**src/rtl/ioctl_sink_pkg.sv**
```systemverilog
// Shared types and constants for the ioctl ROM download sink.
package ioctl_sink_pkg;

  localparam int unsigned ROM_INDEX_MAX = 1;

  typedef enum logic [1:0] {
    IDLE,
    LOAD,
    FLUSH
  } sink_state_t;

  typedef struct packed {
    logic [24:0] addr;
    logic [15:0] data;
  } fifo_entry_t;

  // Running high-water mark of the loaded image; addr + 2 wraps at 25 bits.
  function automatic logic [24:0] size_max(logic [24:0] cur, logic [24:0] addr);
    logic [24:0] cand;
    cand = addr + 25'd2;
    return (cand > cur) ? cand : cur;
  endfunction

endpackage

```
**src/rtl/ioctl_rom_sink_if.sv**
```systemverilog
// ioctl download stream plus SDRAM write request/acknowledge port.
interface ioctl_rom_sink_if #(
  parameter int unsigned AW = 25
);
  logic          ioctl_download;
  logic [7:0]    ioctl_index;
  logic          ioctl_wr;
  logic [24:0]   ioctl_addr;
  logic [15:0]   ioctl_dout;
  logic          ioctl_wait;
  logic          mem_req;
  logic [AW-1:0] mem_addr;
  logic [15:0]   mem_wdata;
  logic          mem_ack;

  // Environment view: drives the download stream and answers memory requests.
  modport master (
    output ioctl_download, ioctl_index, ioctl_wr, ioctl_addr, ioctl_dout, mem_ack,
    input  ioctl_wait, mem_req, mem_addr, mem_wdata
  );

  modport slave (
    input  ioctl_download, ioctl_index, ioctl_wr, ioctl_addr, ioctl_dout, mem_ack,
    output ioctl_wait, mem_req, mem_addr, mem_wdata
  );
endinterface

```
**src/rtl/sync_fifo.sv**
```systemverilog
// Single-clock FIFO with occupancy count and synchronous clear; DEPTH must be a power of two.
module sync_fifo #(
  parameter int unsigned WIDTH = 8,
  parameter int unsigned DEPTH = 4
) (
  input  logic                     clk_sys,
  input  logic                     reset_n,
  input  logic                     clr,
  input  logic                     push,
  input  logic [WIDTH-1:0]         wdata,
  input  logic                     pop,
  output logic [WIDTH-1:0]         rdata,
  output logic [$clog2(DEPTH):0]   count,
  output logic                     full,
  output logic                     empty
);
  localparam int unsigned PW = $clog2(DEPTH);
  localparam int unsigned CW = PW + 1;

  logic [WIDTH-1:0] mem_q [DEPTH];
  logic [PW-1:0]    wr_ptr_q, rd_ptr_q;
  logic [CW-1:0]    count_q;
  logic             do_push, do_pop;

  assign full    = (count_q == CW'(DEPTH));
  assign empty   = (count_q == '0);
  assign do_push = push & ~full;
  assign do_pop  = pop & ~empty;
  assign rdata   = mem_q[rd_ptr_q];
  assign count   = count_q;

  always_ff @(posedge clk_sys or negedge reset_n) begin
    if (!reset_n) begin
      wr_ptr_q <= '0;
      rd_ptr_q <= '0;
      count_q  <= '0;
    end else if (clr) begin
      wr_ptr_q <= '0;
      rd_ptr_q <= '0;
      count_q  <= '0;
    end else begin
      if (do_push) wr_ptr_q <= wr_ptr_q + PW'(1);
      if (do_pop)  rd_ptr_q <= rd_ptr_q + PW'(1);
      count_q <= count_q + CW'(do_push) - CW'(do_pop);
    end
  end

  // Storage needs no reset; the pointers define what is valid.
  always_ff @(posedge clk_sys) begin
    if (do_push && !clr) mem_q[wr_ptr_q] <= wdata;
  end

endmodule

```
**src/rtl/ioctl_rom_sink.sv**
```systemverilog
// Buffers HPS ioctl ROM download words and replays them as SDRAM writes.
// Optional IOCTL_SINK_CKSUM_EN adds a 16-bit running sum of accepted words.
module ioctl_rom_sink
  import ioctl_sink_pkg::*;
#(
  parameter int unsigned   DEPTH     = 4,
  parameter int unsigned   AW        = 25,
  parameter logic [AW-1:0] BASE_ADDR = '0,
  parameter int unsigned   INDEX_MAX = ROM_INDEX_MAX
) (
  input  logic                   clk_sys,
  input  logic                   reset_n,
  ioctl_rom_sink_if.slave        bus,
  output logic                   busy,
  output logic                   done,
  output logic [24:0]            rom_size,
  output logic                   overflow
`ifdef IOCTL_SINK_CKSUM_EN
  ,
  output logic [15:0]            cksum
`endif
);
  localparam int unsigned CW = $clog2(DEPTH) + 1;

  sink_state_t   state_q;
  logic          dl_q;
  logic          req_q, wait_q, done_q, ovf_q;
  logic [AW-1:0] addr_q;
  logic [15:0]   wdata_q;
  logic [24:0]   size_q;

  fifo_entry_t   push_entry, head_entry, issue_entry;
  logic [$bits(fifo_entry_t)-1:0] head_raw;
  logic [CW-1:0] count, count_next;
  logic          full, empty, push, pop, fifo_clr;
  logic          dl_rise, dl_fall, idx_ok, wr_load;
  logic          unused_index;

  assign unused_index = ^bus.ioctl_index[7:6];
  assign idx_ok   = 32'(bus.ioctl_index[5:0]) <= INDEX_MAX;
  assign dl_rise  = bus.ioctl_download & ~dl_q;
  assign dl_fall  = ~bus.ioctl_download & dl_q;
  assign wr_load  = (state_q == LOAD) & bus.ioctl_wr;
  assign push     = wr_load & ~full;
  assign pop      = req_q & bus.mem_ack;
  assign fifo_clr = (state_q == IDLE) & dl_rise & idx_ok;

  assign push_entry  = '{addr: bus.ioctl_addr, data: bus.ioctl_dout};
  assign head_entry  = head_raw;
  // An empty FIFO forwards the incoming word so a request rises one cycle after the strobe.
  assign issue_entry = empty ? push_entry : head_entry;
  assign count_next  = count + CW'(push) - CW'(pop);

  sync_fifo #(
    .WIDTH ($bits(fifo_entry_t)),
    .DEPTH (DEPTH)
  ) u_fifo (
    .clk_sys (clk_sys),
    .reset_n (reset_n),
    .clr     (fifo_clr),
    .push    (push),
    .wdata   (push_entry),
    .pop     (pop),
    .rdata   (head_raw),
    .count   (count),
    .full    (full),
    .empty   (empty)
  );

`ifdef IOCTL_SINK_CKSUM_EN
  logic [15:0] cksum_q;
  assign cksum = cksum_q;
`endif

  always_ff @(posedge clk_sys or negedge reset_n) begin
    if (!reset_n) begin
      state_q <= IDLE;
      dl_q    <= 1'b0;
      req_q   <= 1'b0;
      addr_q  <= '0;
      wdata_q <= '0;
      wait_q  <= 1'b0;
      done_q  <= 1'b0;
      ovf_q   <= 1'b0;
      size_q  <= '0;
`ifdef IOCTL_SINK_CKSUM_EN
      cksum_q <= '0;
`endif
    end else begin
      dl_q   <= bus.ioctl_download;
      done_q <= 1'b0;
      case (state_q)
        IDLE: begin
          if (fifo_clr) begin
            state_q <= LOAD;
            size_q  <= '0;
            ovf_q   <= 1'b0;
`ifdef IOCTL_SINK_CKSUM_EN
            cksum_q <= '0;
`endif
          end
        end
        LOAD: begin
          if (wr_load) begin
            size_q <= size_max(size_q, bus.ioctl_addr);
            if (full) ovf_q <= 1'b1;
          end
`ifdef IOCTL_SINK_CKSUM_EN
          if (push) cksum_q <= cksum_q + bus.ioctl_dout;
`endif
          if (dl_fall) state_q <= FLUSH;
        end
        FLUSH: begin
          if (empty && !req_q) begin
            state_q <= IDLE;
            done_q  <= 1'b1;
          end
        end
        default: state_q <= IDLE;
      endcase

      // The entry stays in the FIFO until acknowledged; a low cycle always follows each ack.
      if (pop) begin
        req_q <= 1'b0;
      end else if (!req_q && (!empty || push)) begin
        req_q   <= 1'b1;
        addr_q  <= BASE_ADDR + AW'(issue_entry.addr);
        wdata_q <= issue_entry.data;
      end

      wait_q <= (state_q == LOAD) && !dl_fall && (count_next >= CW'(DEPTH - 1));
    end
  end

  assign bus.ioctl_wait = wait_q;
  assign bus.mem_req    = req_q;
  assign bus.mem_addr   = addr_q;
  assign bus.mem_wdata  = wdata_q;
  assign busy           = (state_q != IDLE);
  assign done           = done_q;
  assign rom_size       = size_q;
  assign overflow       = ovf_q;

endmodule
```
**src/flat_wrapper.sv**
```systemverilog
// flat-port wrapper written by rule: the top's interface ports become plain ports
module ioctl_rom_sink_flat import ioctl_sink_pkg::*;
#(
  parameter int unsigned   DEPTH     = 4,
  parameter int unsigned   AW        = 25,
  parameter logic [AW-1:0] BASE_ADDR = '0,
  parameter int unsigned   INDEX_MAX = ROM_INDEX_MAX
)
  (clk_sys, reset_n, busy, done, rom_size, overflow, bus_ioctl_download, bus_ioctl_index, bus_ioctl_wr, bus_ioctl_addr, bus_ioctl_dout, bus_mem_ack, bus_ioctl_wait, bus_mem_req, bus_mem_addr, bus_mem_wdata);
  ioctl_rom_sink_if #(.AW(AW)) bus_i ();
  input  logic clk_sys;
  input  logic reset_n;
  output logic busy;
  output logic done;
  output logic [24:0] rom_size;
  output logic overflow;
  input wire logic [$bits(bus_i.ioctl_download)-1:0] bus_ioctl_download;
  input wire logic [$bits(bus_i.ioctl_index)-1:0] bus_ioctl_index;
  input wire logic [$bits(bus_i.ioctl_wr)-1:0] bus_ioctl_wr;
  input wire logic [$bits(bus_i.ioctl_addr)-1:0] bus_ioctl_addr;
  input wire logic [$bits(bus_i.ioctl_dout)-1:0] bus_ioctl_dout;
  input wire logic [$bits(bus_i.mem_ack)-1:0] bus_mem_ack;
  output wire logic [$bits(bus_i.ioctl_wait)-1:0] bus_ioctl_wait;
  output wire logic [$bits(bus_i.mem_req)-1:0] bus_mem_req;
  output wire logic [$bits(bus_i.mem_addr)-1:0] bus_mem_addr;
  output wire logic [$bits(bus_i.mem_wdata)-1:0] bus_mem_wdata;
  assign bus_i.ioctl_download = bus_ioctl_download;
  assign bus_i.ioctl_index = bus_ioctl_index;
  assign bus_i.ioctl_wr = bus_ioctl_wr;
  assign bus_i.ioctl_addr = bus_ioctl_addr;
  assign bus_i.ioctl_dout = bus_ioctl_dout;
  assign bus_i.mem_ack = bus_mem_ack;
  assign bus_ioctl_wait = bus_i.ioctl_wait;
  assign bus_mem_req = bus_i.mem_req;
  assign bus_mem_addr = bus_i.mem_addr;
  assign bus_mem_wdata = bus_i.mem_wdata;
  ioctl_rom_sink #(.DEPTH(DEPTH), .AW(AW), .BASE_ADDR(BASE_ADDR), .INDEX_MAX(INDEX_MAX)) u_core (.clk_sys(clk_sys), .reset_n(reset_n), .bus(bus_i), .busy(busy), .done(done), .rom_size(rom_size), .overflow(overflow));
endmodule
```
**config.mk**
```make
export PLATFORM = sky130hd
export DESIGN_NAME = ioctl_rom_sink_flat
export DESIGN_NICKNAME = d
export VERILOG_FILES = /design/src/rtl/ioctl_sink_pkg.sv /design/src/rtl/ioctl_rom_sink_if.sv /design/src/rtl/sync_fifo.sv /design/src/rtl/ioctl_rom_sink.sv /design/src/flat_wrapper.sv
export SDC_FILE = /design/constraint.sdc
export NUM_CORES = 1
export LEC_CHECK = 0
export ABC_AREA = 1
export ABC_CLOCK_PERIOD_IN_PS = 5750
export BUFFER_PORTS_ARGS = -buffer_cell sky130_fd_sc_hd__buf_2
export CAP_MARGIN = 20
export CORE_MARGIN = 2
export CORE_UTILIZATION = 40
export DETAILED_ROUTE_END_ITERATION = 16
export PLACE_DENSITY = 0.56
export SYNTH_ARGS = -nofsm -noshare
export SYNTH_HDL_FRONTEND = slang
export SYNTH_HIERARCHICAL = 1
export SYNTH_SLANG_ARGS = --single-unit
```
**constraint.sdc**
```tcl
create_clock -name clk_sys -period 5.75 [get_ports clk_sys]
set_input_delay 0.2875 -clock clk_sys [delete_from_list [all_inputs] [get_ports clk_sys]]
set_output_delay 0.2875 -clock clk_sys [all_outputs]
set_load 0.01 [all_outputs]
```
# ---- Word-level counts from Yosys, hierarchy flattened
# Memory sizes are Yosys's and may differ from the RTL's.
# Cells that the tools add are included.
dict set report classes {
  n_mux 24
  add_sub_neg 7
  magnitude_cmp 3
  n_bitwise 14
  eq_ne 9
  reduce_logical 21
}
# operator count
set ops {}
lappend ops {{$mux W25} 3}
lappend ops {{$pmux W25 S2} 1}
lappend ops {{$mux W41} 1}
lappend ops {{$add A25 B2 Y25 const B} 1}
lappend ops {{$gt A25 B25 Y1} 1}
lappend ops {{$mux W2} 7}
lappend ops {{$ne A2 B1 Y1 const B} 5}
lappend ops {{$reduce_bool A2 Y1} 5}
lappend ops {{$and A1 B1 Y1} 9}
lappend ops {{$mux W1} 9}
lappend ops {{$reduce_and A4 Y1} 2}
lappend ops {{$add A3 B1 Y3} 2}
lappend ops {{$le A6 B1 Y1 const B} 1}
lappend ops {{$pmux W2 S3} 1}
lappend ops {{$sub A3 B1 Y3} 2}
lappend ops {{$logic_and A1 B1 Y1} 5}
lappend ops {{$not A1 Y1} 5}
lappend ops {{$add A2 B1 Y2 const B} 2}
lappend ops {{$logic_not A1 Y1} 4}
lappend ops {{$eq A3 B3 Y1 const B} 1}
lappend ops {{$ge A3 B2 Y1 const B} 1}
lappend ops {{$logic_not A3 Y1} 1}
lappend ops {{$mux W3} 1}
lappend ops {{$reduce_and A3 Y1} 1}
lappend ops {{7 further kinds} 7}
dict set report word_totals {
  elab_cells 91
  reg_bits 80
  out_inout_bits 71
  ram_bits 164
  in_bits 54
  n_memories 1
}
# name depth word_bits read_ports rd_clocked_by_memory_dff wr line_no
set memory_table {}
lappend memory_table {u_core.u_fifo.mem_q 4 41 1 0 1 sync_fifo.sv:20} ;# logic [WIDTH-1:0] mem_q [DEPTH];

# ---- Depth between registers and ports, before layout
# Gate-level depths: netlist (run 1).
dict set report logic_depth {
  ltp_word 8
  mapped_depth 25
  ltp_nobuf 24
}

# ---- Modules after synthesis
# Netlist (run 1), hierarchy kept.
# mod area_per_inst_um2 seq_area_each_um2 n_inst cells_per_inst
set modules_own_cells {}
lappend modules_own_cells {sync_fifo 6617.6 5099.9 1 461}
lappend modules_own_cells {ioctl_rom_sink 5064.9 1826.8 1 725}

# ---- Worst setup path before layout (run 1)
# Ideal clock, no wire load.
dict set report synth_timing {
  path_type {register to register}
  startpoint {register u_core.u_fifo.count_q[1] (netlist: u_core/u_fifo/count[1])}
  endpoint {memory u_core/u_fifo/mem_q[0][0] (netlist name), enable pin}
  period_less_slack_ns 3.283
  slack_ns 2.467
  arrival_ns 2.844
  path_stages_with_launch 7
  setup_ns 0.440
  n_path_buf 0
  required_time_ns 5.310
  cell_sequence {dfrtp_1 > inv_1 > nand3_1 > inv_1 > nor3_4 > nand3_1 > nor2_1}
}
dict set report synth_via {
  elab_chain_len 7
}
# item line_no
set synth_rtl {}
lappend synth_rtl {{start, declared} sync_fifo.sv:22} ;# logic [CW-1:0] count_q;
lappend synth_rtl {{start signal, assigned} sync_fifo.sv:44} ;# count_q <= count_q + CW'(do_push) - CW'(do_pop);
lappend synth_rtl {{$eq A3 B3 Y1} sync_fifo.sv:25} ;# assign full = (count_q == CW'(DEPTH));
lappend synth_rtl {{via u_core.full} ioctl_rom_sink.sv:35} ;# logic full, empty, push, pop, fifo_clr;
lappend synth_rtl {{$not A1 Y1} ioctl_rom_sink.sv:44} ;# assign push = wr_load & ~full;
lappend synth_rtl {{$and A1 B1 Y1} ioctl_rom_sink.sv:44}
lappend synth_rtl {{via u_core.push} ioctl_rom_sink.sv:35}
lappend synth_rtl {{$and A1 B1 Y1} sync_fifo.sv:27} ;# assign do_push = push & ~full;
lappend synth_rtl {{$logic_and A1 B1 Y1} sync_fifo.sv:50} ;# if (do_push && !clr) mem_q[wr_ptr_q] <= wdata;
lappend synth_rtl {{$mux W1} sync_fifo.sv:50}
lappend synth_rtl {{$mux W1 (implied by the code)} sync_fifo.sv:50}
lappend synth_rtl {{end, declared} sync_fifo.sv:20}
# The timed path passes the listed nets, and every way through them passes these cells.

# ---- Final worst setup path (run 1)
dict set report layout_timing {
  startpoint {input bus_ioctl_addr[4]}
  endpoint {register u_core.size_q[23] (netlist: u_core/rom_size[23])}
}
dict set report layout_via {
  elab_chain_len 4
  word_cells_on_any_way 7
  classes_between {add/sub (1); order compare (1); eq/ne (1); mux (3); reduce/logical (1)}
}
# item line_no
set layout_rtl {}
lappend layout_rtl {{start, declared} flat_wrapper.sv:20} ;# input wire logic [$bits(bus_i.ioctl_addr)-1:0] bus_ioctl_addr;
lappend layout_rtl {{$add A25 B2 Y25 *} ioctl_sink_pkg.sv:20} ;# cand = addr + 25'd2;
lappend layout_rtl {{$gt A25 B25 Y1 or $mux W25 (tied branches)} ioctl_sink_pkg.sv:21} ;# return (cand > cur) ? cand : cur;
lappend layout_rtl {{$ne A2 B1 Y1 (no source line) or $mux W25 (tied branches)} -}
lappend layout_rtl {{$reduce_and A4 Y1 (no source line) or $pmux W25 S2 (tied branches)} -}
lappend layout_rtl {{end signal, assigned} ioctl_rom_sink.sv:105} ;# size_q <= size_max(size_q, bus.ioctl_addr);
lappend layout_rtl {{end, declared} ioctl_rom_sink.sv:30} ;# logic [24:0] size_q;
# Mark *: on every way between the ends. The rest lies on a longest branch, timed or not. The select of a mux whose other input is x is not followed.
# A chain may end at the register's enable or synchronous reset.

==> impl_metrics.csv, run 1 <==
group,metric,value,unit
pwr,pwr-share-seq,36.8,%
timing,slew-limit-headroom,35.95,%
routing,vias,8498,
cells_and_area,finish.utilization,47.53,%
critical_path,critPathRequiredTime,6180,ps
cells_and_area,stdcell_area,13640,sq um
synthesis,synth_cells,1186,
timing,layout_min_cycle_time,3325,ps
global_routing,use_met3,3.024,%
synthesis,yosysWarningCount,6,
timing,hold_viol_final,0,
run,drv_cap,0,
pwr,power.leakage,5.818,nW
timing,tightest_slew,960.7,ps
global_routing,met2_usage,29.94,%
global_routing,grt_max_degree,87,
clocking,cts_buffer_depth,3,
clocking,clock_sinks,244,
global_routing,use_met1,25.49,%
timing,tns,0,ps
timing,setup_viol,0,
global_routing,antenna_found_initial,2,
cells_and_area,area_growth_syn_to_layout,16.77,%
critical_path,worstPathMaxFanout,26,
global_routing,grt_first_pass_wirelength,44290,um
clocking,post_cts_buffers,0,
routing,firstDrtPassIters,5,
pwr,sw_frac_of_total,36.13,%
critical_path,rrSetupSlack,2760,ps
die,die_height,174.9,um
timing,slew_violations,0,
pwr,ir_drop,0.2566,mV
pwr,p_switching,0.002161,W
routing,first_iter_violations,475,
global_routing,busiest_layer,"met2",
run_status,status,"finished, final reports clean",
cells_and_area,drive_gt1_share,17.16,%
synthesis,ys_ff_latch,244,
synthesis,yosysSeqAreaShare,59.29,%
critical_path,critPathKind,"in2reg",
synthesis,netlist_area,11680,sq um
critical_path,crit_start,"bus_ioctl_addr[4]",
die,die_x,174.9,um
global_routing,first_global_vias,8296,
die,core_area,28700,sq um
global_routing,track_usage,18.27,%
synthesis,yosysTopAreaCell,"edfxtp_1",
cells_and_area,antenna_cells,0,
die,ioPinCount,125,
clocking,cts_tree,"built",
synthesis,synth.avg_cell_area,9.850,sq um
timing,worst_slack,2425,ps
placement,dp_slack,2334,ps
cells_and_area,layout.nets,1408,
clocking,cts_resized,0,
cells_and_area,fillers,2741,
clocking,cts.clk_slew.worst_paths,60,ps
timing,skew,17.98,ps
synthesis,synthDistinctLibCells,38,
placement,place_congestion,0.8125,
synthesis,syn-num-nets,1276,
routing,wirelength,27910,um
critical_path,crit_end,"u_core/rom_size[23]",
clocking,numCtsBuffers,28,
routing,vias_per_cell,4.929,
routing,drc_errors,0,
pwr,p_int,0.003820,W
placement,post-dp-hpwl,17390,um
clocking,insertion_delay,550,ps
global_routing,overflow,0,
critical_path,r2r_end,"u_core/bus.mem_addr[10]",
synthesis,yosys-top-cells-area,"edfxtp_1 (42%), dfrtp_1 (17%), nand2_1 (7.6%)",
synthesis,synth_top_area_share,42.15,%
pwr,pwr-share-comb,33.4,%
critical_path,worst-r2r-cell-count,9,
routing,ant_nets,0,
timing,period_share,57.82,%
critical_path,cp.arrival,3750,ps
min_path,min_path_type,"in2reg",
die,die-area,30590,sq um
critical_path,timing.rr.start,"u_core/u_fifo/count[1]",
clocking,clk_root_buffer_cell,"clkbuf_16",
timing,fmax,300.8,MHz
min_path,hold_depth,1,
routing,wl_per_cell,16.19,um
clocking,htreeDepth,1,
critical_path,crit_path_start_kind,"input port",
pwr,clockPowerShare,29.8,%
placement,placed_cell_area,12460,sq um
die,row_count,62,
critical_path,worstSetupEndpointType,"register",
clocking,cts-hold-fix-buffers,25,
pwr,power_density,438.5,nW/um^2
placement,io_buffers,121,
timing,rsz0062_at_grt,"no",
die,initial_core_util,40.70,%
per-stage QoR:
stage               std cells  hold slack, ps  total power [W]
detailed placement       1647           314.8         0.004250
CTS                      1724           5.142         0.006056
finish                   1724           25.23         0.005981
global placement         1647           306.2         0.004223
floorplan                1186          -8.091         0.003810
global route             1724           19.85         0.006363
worst min path at each step:
stage,startpoint,slack (ps),endpoint
floorplan,reset_n,-8,u_core/bus.ioctl_wait
global placement,reset_n,310,u_core/bus.mem_wdata[5]
detailed placement,reset_n,310,u_core/bus.mem_wdata[5]
CTS,bus_ioctl_addr[20],5,u_core/u_fifo/mem_q[3][36]
global route,bus_ioctl_addr[22],20,u_core/u_fifo/mem_q[0][38]
finish,bus_ioctl_addr[10],30,u_core/u_fifo/mem_q[2][26]
critical path, stage by stage:
cell and delay, ps:
dlygate4sd3_1 540, buf_2 190, inv_1 150, nor2_2 210
inv_2 80, nor2_4 160, nand3_1 110, xor2_1 270
inv_1 80, ha_1 270, nand2_1 70, nor2_1 150
nand3_1 100, nor2_2 110, nand2_1 60, nand3_1 60
nand2_1 80, nand2_4 270, nand2_4 260, nand2_1 150
nand2_1 60
cells by family (layout without fill, tap and decap cells):
| group | after synthesis | in the layout | synth area share (%) |
|---|---|---|---|
| fa+ha+maj | 36 | 36 | 3.984 |
| xor+xnor | 10 | 10 | 0.7498 |
| flops | 244 | 244 | 59.29 |
| simple gates | 474 | 474 | 16.54 |
| compound gates | 226 | 226 | 11.26 |
| buf+inv | 196 | 350 | 8.183 |
state kept, by name (all words and copies together) (netlist names):
name and cells:
u_core/u_fifo/wr_ptr_q 2, u_core/bus.mem_addr 25, u_core/state_q 2, u_core/overflow 1, u_core/bus.mem_wdata 16, u_core/u_fifo/rd_ptr_q 2, u_core/u_fifo/mem_q 164, u_core/u_fifo/count 3
u_core/done 1, u_core/dl_q 1, u_core/bus.ioctl_wait 1, u_core/bus.mem_req 1, u_core/rom_size 25
cells in the mapped netlist:
master / instances
and2_1: 1
a21o_1: 1
edfxtp_1: 164
xor2_1: 9
buf_4: 3
inv_1: 134
nor2_4: 1
or2_2: 1
a21oi_2: 1
buf_6: 23
a21oi_1: 11
nor3_4: 1
inv_2: 7
nor2_1: 158
o21ai_1: 47
nand2_4: 2
ha_1: 34
nand2_2: 1
clkbuf_1: 13
a32o_1: 1
nand4_1: 8
buf_2: 10
nor2_2: 4
fa_1: 2
o22ai_1: 42
dfrtp_1: 80
o21ai_0: 91
and3_1: 1
nand2_1: 235
xnor2_1: 1
nand2b_1: 1
clkinv_1: 1
buf_12: 1
clkbuf_4: 1
clkbuf_2: 3
nor3_1: 10
o21ai_2: 32
nand3_1: 50
cells in the final DEF (no fill, tap or decap), drive strengths merged, types with 2 or more instances in the layout:
cell type and count:
nand2 238, o21ai 170, edfxtp 164, nor2 163, inv 140, buf 131
dfrtp 80, nand3 50, o22ai 42, ha 34, clkbuf 32, dlygate4sd3 25
clkinv 17, a21oi 12, nor3 11, xor2 9, nand4 8, bufinv 4
fa 2
routing by layer:
| layer | vias to the layer above | wire [um] |
|---|---|---|
| met2 | 214 | 12750 |
| met1 | 4019 | 13070 |
| met3 | 41 | 1444 |
| li1 | 4220 | - |
| met4 | 4 | 614 |
| met5 | - | 26 |
final cells by class:
class / instances / area, sq um / share of cell area (%)
well taps: 384 / 480.5 / 3.522
repair buffers: 156 / 933.4 / 6.842
clock buffers: 32 / 715.7 / 5.246
multi-input cells: 746 / 3830 / 28.07
flip-flops and latches: 244 / 6928 / 50.78
inverters: 142 / 534.3 / 3.916
clock inverters: 20 / 220.2 / 1.614
power by group through the flow:
stage / clock, W / sequential, W / combinational (W)
floorplan: 0 / 0.00230 / 0.00151
global placement: 0 / 0.00224 / 0.00199
finish: 0.00178 / 0.00220 / 0.00200
CTS: 0.00182 / 0.00221 / 0.00203
global route: 0.00189 / 0.00223 / 0.00224
detailed placement: 0 / 0.00224 / 0.00201
Power figures use the tool's default switching activity.
==> inputs of run 2 (changes only) <==
- ABC_AREA: 1 -> 0
- ABC_CLOCK_PERIOD_IN_PS: 5750 -> 3000
- PLACE_DENSITY: 0.56 -> 0.58
- clock period: 5.75 -> 3 ns (I/O delays scaled with it)
==> run 2 against run 1 <==
Compared with the run above:
- clock skew fell by 4.8 ps
- critical path type unchanged
- cell count fell by 25%
- combinational power rose by 55%
- non-clock buffer count rose by 68
- power rose by 81%
- worst setup slack got worse by 2200 ps
- global-route usage fell by 1.2 points
- sequential share of layout area rose by 0.43 points
- synthesized cell count fell by 40%
- worst hold slack got worse by 22 ps
- die area fell by 7.0%
==> impl_metrics.csv, run 2 <==
group,metric,value,unit
run_status,status,"finished, final reports clean",
die,core_area,26800,sq um
critical_path,crit_buf_inv,3,
synthesis,ys_ff_latch,244,
cells_and_area,regMostFlops,"u_core/u_fifo/mem_q",
global_routing,busiest_layer,"met2",
min_path,hold_depth,3,
cells_and_area,layout.nets,1025,
clocking,clk_root_buffer_cell,"clkbuf_16",
die,row_count,60,
synthesis,synth-simple-area-share,6.480,%
synthesis,syn-num-nets,802,
cells_and_area,finish.utilization,50.48,%
min_path,min_path_type,"in2reg",
routing,vias_per_cell,5.059,
clocking,insertion_delay,530,ps
global_routing,use_met1,24.98,%
pwr,p_int,0.007546,W
cells_and_area,mostFrequentLayoutCell,"edfxtp_1",
cells_and_area,drive_gt1_share,26.39,%
global_routing,antenna_found_initial,0,
run,drv_cap,0,
routing,vias,6557,
critical_path,max_stage_delay,520,ps
critical_path,worstPathMaxFanout,19,
synthesis,ys_top_cells_by_count,"edfxtp_1 (164), nor2_1 (81), dfrtp_1 (80)",
timing,setup_viol,0,
placement,place_inst,1211,
synthesis,muxShareOfSynthArea,16.17,%
pwr,sw_frac_of_total,30.41,%
synthesis,synth_top_family_by_area,"multiplexers",
routing,ant_nets,0,
critical_path,crit_chain,"dlygate4sd3_1 > buf_2 > and3_1 > and2_1 > nand3_1 > xnor2_1 > ha_1 > nand4_1 > nor3_1 > a221oi_1 > nand2_1 > o31ai_4 > buf_12 > mux2_2",
pwr,power.leakage,5.375,nW
timing,period_share,93.78,%
routing,wl_per_cell,18.51,um
pwr,ir_drop,0.4180,mV
global_routing,track_usage,17.04,%
min_path,holdPathEnd,"u_core/bus.mem_req",
synthesis,synth_top_area_share,45.38,%
clocking,cts_buffer_depth,3,
timing,slew_violations,0,
critical_path,crit_path_start_kind,"input port",
pwr,pwr-share-seq,41.7,%
routing,wirelength,23990,um
timing,layout_min_cycle_time,2813,ps
die,die_x,168.7,um
synthesis,netlist_area,10850,sq um
pwr,power_density,801.5,nW/um^2
synthesis,yosysTopAreaCell,"edfxtp_1",
routing,drc_errors,0,
synthesis,synth_xor_area_share,2.179,%
synthesis,synth_cells,712,
global_routing,first_global_vias,6564,
cells_and_area,largest_reg_flops,164,
clocking,cts.clk_slew.worst_paths,70,ps
cells_and_area,fin_cells,1296,
critical_path,critPathKind,"in2reg",
die,die-area,28460,sq um
synthesis,async_flop_share,32.79,%
cells_and_area,area_growth_syn_to_layout,24.67,%
routing,first_iter_violations,368,
clocking,numCtsBuffers,26,
critical_path,r2r_end,"u_core/u_fifo/count[2]",
pwr,pwr-share-comb,28.7,%
critical_path,slowest_stage,"dlygate4sd3_1",
die,die_height,168.7,um
global_routing,use_met3,2.502,%
routing,firstDrtPassIters,5,
synthesis,yosysMostFrequentCell,"edfxtp_1",
die,initial_core_util,40.49,%
min_path,worstHoldStart,"bus_mem_ack",
timing,tightest_slew,1054,ps
placement,io_buffers,121,
synthesis,synth_compound_area_share,3.886,%
global_routing,met2_usage,27.05,%
timing,rsz0062_at_grt,"no",
synthesis,yosys-top-cells-area,"edfxtp_1 (45%), dfrtp_1 (18%), mux4_1 (8.5%)",
clocking,htreeDepth,1,
synthesis,yosysSeqAreaShare,63.83,%
timing,slew-limit-headroom,29.75,%
synthesis,yosysWarningCount,6,
synthesis,ys.flop_type,"edfxtp_1",
global_routing,grt_first_pass_wirelength,37580,um
critical_path,worstSetupEndpointType,"register",
die,ioPinCount,125,
critical_path,critPathRequiredTime,3400,ps
clocking,clock_sinks,244,
synthesis,synth_edf_count,164,
cells_and_area,layout_common_cells,"edfxtp_1 (164), buf_2 (120), nor2_1 (81)",
clocking,cts_tree,"built",
timing,skew,13.19,ps
critical_path,cp.arrival,3220,ps
timing,fmax,355.5,MHz
global_routing,overflow,0,
placement,place_congestion,0.7969,
synthesis,synthDistinctLibCells,48,
critical_path,path_delay_family,"simple AND/OR/NAND/NOR gates",
cells_and_area,antenna_cells,0,
pwr,p_switching,0.003298,W
pwr,clockPowerShare,29.6,%
placement,post-dp-hpwl,15740,um
synthesis,synth.avg_cell_area,15.24,sq um
critical_path,rrSetupSlack,390,ps
critical_path,worst-r2r-cell-count,14,
timing,hold_viol_final,0,
synthesis,synthAdderAreaFrac,4.289,%
critical_path,timing.rr.start,"u_core/state_q[0]",
global_routing,grt_max_degree,65,
## run 2: cell types whose count changed after synthesis, moves of 18 or more
cell     before  now
nand2_1     235   20
inv_1       134   43
o21ai_0      91    8
nor2_1      158   81
o21ai_1      47    0
mux2i_1       0   44
a21oi_1      11   53
o22ai_1      42    0
nand3_1      50   12
mux4_1        0   35
o21ai_2      32    0
xnor2_1       1   19
## run 2: final cells by class
cell class / count / area [sq um]
fill: 2263 / 13270
sequential: 244 / 6929
multi-input combinational: 396 / 3610
timing repair buffer: 224 / 1549
clock buffer: 37 / 723.2
tap: 341 / 426.7
inverter: 43 / 161.4
clock inverter: 11 / 130.1
## run 2: power groups by stage
stage          sequential, W  clock (W)  combinational, W
2_1_floorplan        0.00455          0           0.00209
3_5_place_dp         0.00460          0           0.00310
4_1_cts              0.00453    0.00331           0.00316
3_3_place_gp         0.00459          0           0.00307
6_report             0.00452    0.00321           0.00311
5_1_grt              0.00459    0.00343           0.00347
## run 2: logic make-up (layout without fill, tap and decap cells)
| group | Yosys count | in the layout |
|---|---|---|
| compound gates | 74 | 74 |
| xor+xnor | 27 | 27 |
| fa+ha+maj | 36 | 36 |
| buf+inv | 72 | 315 |
| flops | 244 | 244 |
| mux | 108 | 108 |
| simple gates | 151 | 151 |
## run 2: worst max path at each step
stage / start / slack (ps) / to / cells after the start
after global placement: bus_ioctl_addr[1] / -220 / u_core/rom_size[8] / 13
after global routing: bus_ioctl_addr[20] / 4 / u_core/rom_size[15] / 14
after floorplan: bus_ioctl_addr[10] / 40 / u_core/rom_size[18] / 13
final: bus_ioctl_addr[20] / 190 / u_core/rom_size[15] / 14
after CTS: bus_ioctl_addr[20] / 160 / u_core/rom_size[11] / 13
after detailed placement: bus_ioctl_addr[1] / -250 / u_core/rom_size[9] / 13
## run 2: stage by stage
step	cell area (sq um)	setup slack (ps)	total power, W	hold slack [ps]	TNS, ps
floorplan	10850	36.80	0.006641	-145.6	0
global placement	12290	-215.2	0.007660	211.4	-5170
detailed placement	12290	-251.3	0.007703	222.2	-5735
CTS	13520	156.1	0.01100	3.176	0
global route	13530	4.333	0.01150	11.24	0
finish	13530	186.7	0.01084	3.028	0
## run 2: metal layers
| metal | vias to the layer above | wire [um] |
|---|---|---|
| met5 | - | 0 |
| li1 | 3116 | - |
| met2 | 170 | 10890 |
| met4 | 0 | 405 |
| met3 | 28 | 1186 |
| met1 | 3243 | 11510 |
## run 2: worst register-to-register path, delay by kind of cell, from the launching register on
family	cells	cell delay [ps]
AND/OR/NAND/NOR	5	900
adder cells (fa/ha/maj)	3	750
XOR/XNOR	1	160
buffers and inverters	5	300
flip-flops	1	370
## run 2: what timing repair did
action | 4_1_cts | 5_1_grt
resized for setup | 0 | 2
setup endpoints to repair | 0 | 26
setup buffers | 0 | 0
hold endpoints to repair | 194 | 0
hold buffers | 37 | 0
